### src/rtl/noc_seq_table.sv
// rtl/noc_seq_table.sv - per-source expected-sequence table, registered read with write->read bypass
module noc_seq_table #(
   parameter int DEPTH  = 16,
   parameter int ADDR_W = 4,
   parameter int SEQ_W  = 16
) (
   input  logic              clk,
   input  logic              rst,
   input  logic              rd_en,
   input  logic [ADDR_W-1:0] rd_addr,
   output logic [SEQ_W-1:0]  rd_data,
   input  logic              wr_en,
   input  logic [ADDR_W-1:0] wr_addr,
   input  logic [SEQ_W-1:0]  wr_data
);

   logic [SEQ_W-1:0] mem [DEPTH];

   // A read colliding with the same-cycle write returns the new value, so back-to-back packets need no bubble.
   always_ff @(posedge clk or posedge rst) begin
      if (rst) begin
         for (int i = 0; i < DEPTH; i++) mem[i] <= '0;
         rd_data <= '0;
      end else begin
         if (wr_en) mem[wr_addr] <= wr_data;
         if (rd_en) rd_data <= (wr_en && (wr_addr == rd_addr)) ? wr_data : mem[rd_addr];
      end
   end

endmodule

### config.mk
export PLATFORM = sky130hd
export DESIGN_NAME = noc_seq_table
export DESIGN_NICKNAME = d
export VERILOG_FILES = /design/src/rtl/noc_seq_table.sv
export SDC_FILE = /design/constraint.sdc
export NUM_CORES = 1
export LEC_CHECK = 0
export CAP_MARGIN = 20
export CORE_MARGIN = 2
export CORE_UTILIZATION = 55
export DETAILED_ROUTE_END_ITERATION = 16
export PLACE_DENSITY_LB_ADDON = 0.3
export REMOVE_ABC_BUFFERS = 1
export SYNTH_ARGS = -nofsm -noshare
export SYNTH_HDL_FRONTEND = slang
export SYNTH_SLANG_ARGS = --single-unit
export TNS_END_PERCENT = 5
### constraint.sdc
create_clock -name clk -period 16.8 [get_ports clk]
set_clock_uncertainty 0.15 [all_clocks]
set_input_delay 3.36 -clock clk [delete_from_list [all_inputs] [get_ports clk]]
set_output_delay 3.36 -clock clk [all_outputs]
set_load 0.005 [all_outputs]
==> metrics.md <==
| Metric | Value |
|---|---|
| Setup Crit Path Kind | primary input to flip-flop |
| # DRC | 0 |
| Period utilization | 0.337 |
| Fmax | 176 MHz |
| Total negative slack | 0 ps |
| Crit path DAT | 5880 ps |
| Hold Vio Cnt, Final | 0 |
| Ratio of cells with drive above 1 in the final layout | 0.296 |
| Switching Share | 0.251 |
| LEAKAGE | 6.19 nW |
| Root Driver | clkbuf_16 |
| DR top layer | met4 |
| Ant diodes | 0 |
| Mapped Cells | 945 |
| Critical path cell sequence | clkdlybuf4s50_1 -> buf_4 -> xor2_1 -> nor3_2 -> buf_4 -> a21boi_2 -> a31oi_1 |
| Drt wl/cell | 23.0 µm |
| Endpoints failing setup | 0 |
| Via density | 6.13 |
| Worst rel slew slack | 0.226 |
| CTS Buffer Depth | 3 |
| Met3 wire length | 1670 µm |
| DRT antenna net count | 0 |
| Worst EP required | 17010 ps |
| Top post-synthesis cells by area | dfrtp_1 (55%), mux2_2 (16%), mux4_2 (6.2%) |
| Htree depth | 1 |
| # fillers | 1668 |
| Outcome | finished, final reports clean |
| Slew @ Worst Pin | 1150 ps |
| Die height | 154 µm |
| CTS tree | yes |
| Internal | 1.32 mW |
| Top-Level Pins | 44 |
| Clock Sink Count | 272 |
| Num rows | 54 |
| Ys async rst share | 1.00 |
| Storage element area | 6810 µm² |
| Final GP Congestion | 0.750 |
| CP Launch Point | rd_addr[2] |
| DP Wirelength | 16200 µm |
| Prevailing post-synth register cell | dfrtp_1 |
| Vias in the first global route | 7926 |
| Fin crit period | 5670 ps |
| CTS buffer count | 28 |
| Power per Cell Area | 128 nW/µm² |
| Via count | 7724 |
| CP max-delay cell | a21boi_2 |
| Global Route Usage Sum | 0.252 |
| PostCTS Resize Cnt | 0 |
| Placed Cells | 1213 |
| Die Wd | 154 µm |
| DRT Wirelength | 29000 µm |
| Starting Density | 0.564 |
| VDD IR max | 0.0694 mV |
| Seq/Total Area, Yosys | 0.550 |
| PortBufs | 43 |
| Final non-filler cell total | 1260 |
| Hold crit path type | flip-flop to flip-flop |
| Worst R2R Start | mem[177] |
| Area grow syn2layout | 12.0% |
| Drt first-iter violations | 539 |
| CP Max Fanout | 33 |
| Synth warn | 0 |
| Clk_lat worst skew | 540 ps |
| Seq pwr share | 0.494 |
| Buf+Inv Stages, Crit Path | 3 |
| Core ar. | 22000 µm² |
| Post-CTS Setup Inserts | 0 |
| Switch Pwr | 0.444 mW |
| Pins over their slew limit | 0 |
| Global-route wire length before repair | 45900 µm |
| Synth cell types | 31 |
| Post-Syn Area per Cell | 13.1 µm² |
| GRT overflow | 0 |
| Hold_buf cts | 0 |
| Drt first pass iters | 5 |
| Cell repeated most along the worst path | buf_4 |
| RSZ-0062 raised after global routing | no |
| Largest net degree at the start of global routing | 143 |
| Family with the most delay on the worst path | compound AO/OA/AOI/OAI gates |
| Metal2 WL | 13300 µm |
| Post-synthesis register bit count | 272 |
| Initial antenna violation count | 0 |
| Total die area | 23700 µm² |
| Clock-pin slew of the registers on the worst-case setup and hold paths | 60 ps |
| Yosys top cell by area | dfrtp_1 |
| Clock power share | 0.339 |
| Post-layout nets | 992 |
| Wl on met1 | 13000 µm |
| Area of the multi-input gates | 5110 µm² |
| Max-cap violation count | 0 |
| HP Start | mem[223] |
| Worst setup SP type | primary input |
| EDFF count, synth | 0 |
| Synth Cell Area | 12400 µm² |
| Comb pwr share | 0.168 |
| Synth top area share | 0.550 |
| Worst path max stage delay | 930 ps |
| CP Capture Type | flip-flop |
-- power groups by stage --
stage                     combinational, mW  clock (mW)  sequential, mW
after floorplan                       0.219           0           0.858
final                                 0.296       0.599           0.872
after global routing                  0.327       0.636           0.890
after global placement                0.286           0           0.877
after detailed placement              0.298           0           0.883
after CTS                             0.299       0.610           0.872
-- per-stage QoR --
stage               power, mW  worst slack (ps)  cell area (µm²)  utilization  hold slack, ps
detailed placement       1.18             10580            13000        0.590             320
global placement         1.16             10710            12900        0.589             308
floorplan                1.08              5790            12000            -             292
CTS                      1.78             11160            13800        0.631             333
global route             1.85             11020            13900        0.631             354
finish                   1.77             11130            13900        0.631             329
-- state kept, by name, indices dropped and copies added, names as in the netlist --
name     cells
rd_data     16
mem        256
-- synthesized netlist by cell type (3+ instances only) --
cell type	n
nand2b_1	6
o21ai_1	16
mux2_2	176
a41o_1	16
buf_4	3
buf_12	4
mux4_1	14
dfrtp_1	272
clkbuf_1	44
mux4_2	34
a31oi_1	16
nor2_1	27
o21ai_0	96
buf_2	20
nand3b_1	3
buf_1	3
xor2_1	3
inv_1	18
a221oi_1	15
nand2_1	114
buf_6	4
mux2i_1	32
-- worst paths after layout --
path	slack, ps	endpoint	depth (start not counted)
min in group asynchronous	3280	mem[60]	2
min reg2reg	330	mem[223]	2
min	330	mem[223]	2
max reg2reg	15140	rd_data[1]	4
max	11130	rd_data[13]	7
max in group asynchronous	11700	mem[127]	3
-- cells in the final DEF, fill, tap and decap left out, types with 5 or more instances in the layout --
cell type,count
dfrtp_1,272
mux2_2,176
nand2_1,114
o21ai_0,96
clkdlybuf4s50_1,41
mux4_2,34
mux2i_1,32
clkbuf_16,28
buf_4,23
nor2_1,18
inv_1,17
o21ai_1,16
a41o_1,16
a31oi_1,16
a221oi_1,15
mux4_1,14
nor2_2,7
clkbuf_8,7
nand2b_1,6
clkbuf_1,5
-- routing by layer --
metal / vias to the layer above / global-route usage
li1: 3451 / -
met1: 3990 / 0.368
met2: 221 / 0.392
met3: 62 / 0.0392
met4: 0 / 0.0854
met5: - / 0
-- layout make-up --
type | instances | area share
clock buffer | 40 | 0.0589
timing repair buffer | 67 | 0.0455
sequential | 272 | 0.491
clock inverter | 6 | 0.00506
multi-input combinational | 577 | 0.369
inverter | 18 | 0.00542
tap | 280 | 0.0253
-- kinds of logic after synthesis --
family | count (synthesis) | synth area share
flops | 272 | 0.550
mux | 256 | 0.278
compound gates | 161 | 0.0790
simple gates | 156 | 0.0509
buf+inv | 96 | 0.0397
xor+xnor | 4 | 0.00283
-- worst min-delay path, cell delays in order, from the launching register on --
cell and delay, ps:
dfrtp_1 340, nand2_1 50, o21ai_0 60
(Power assumes the default switching activity.)
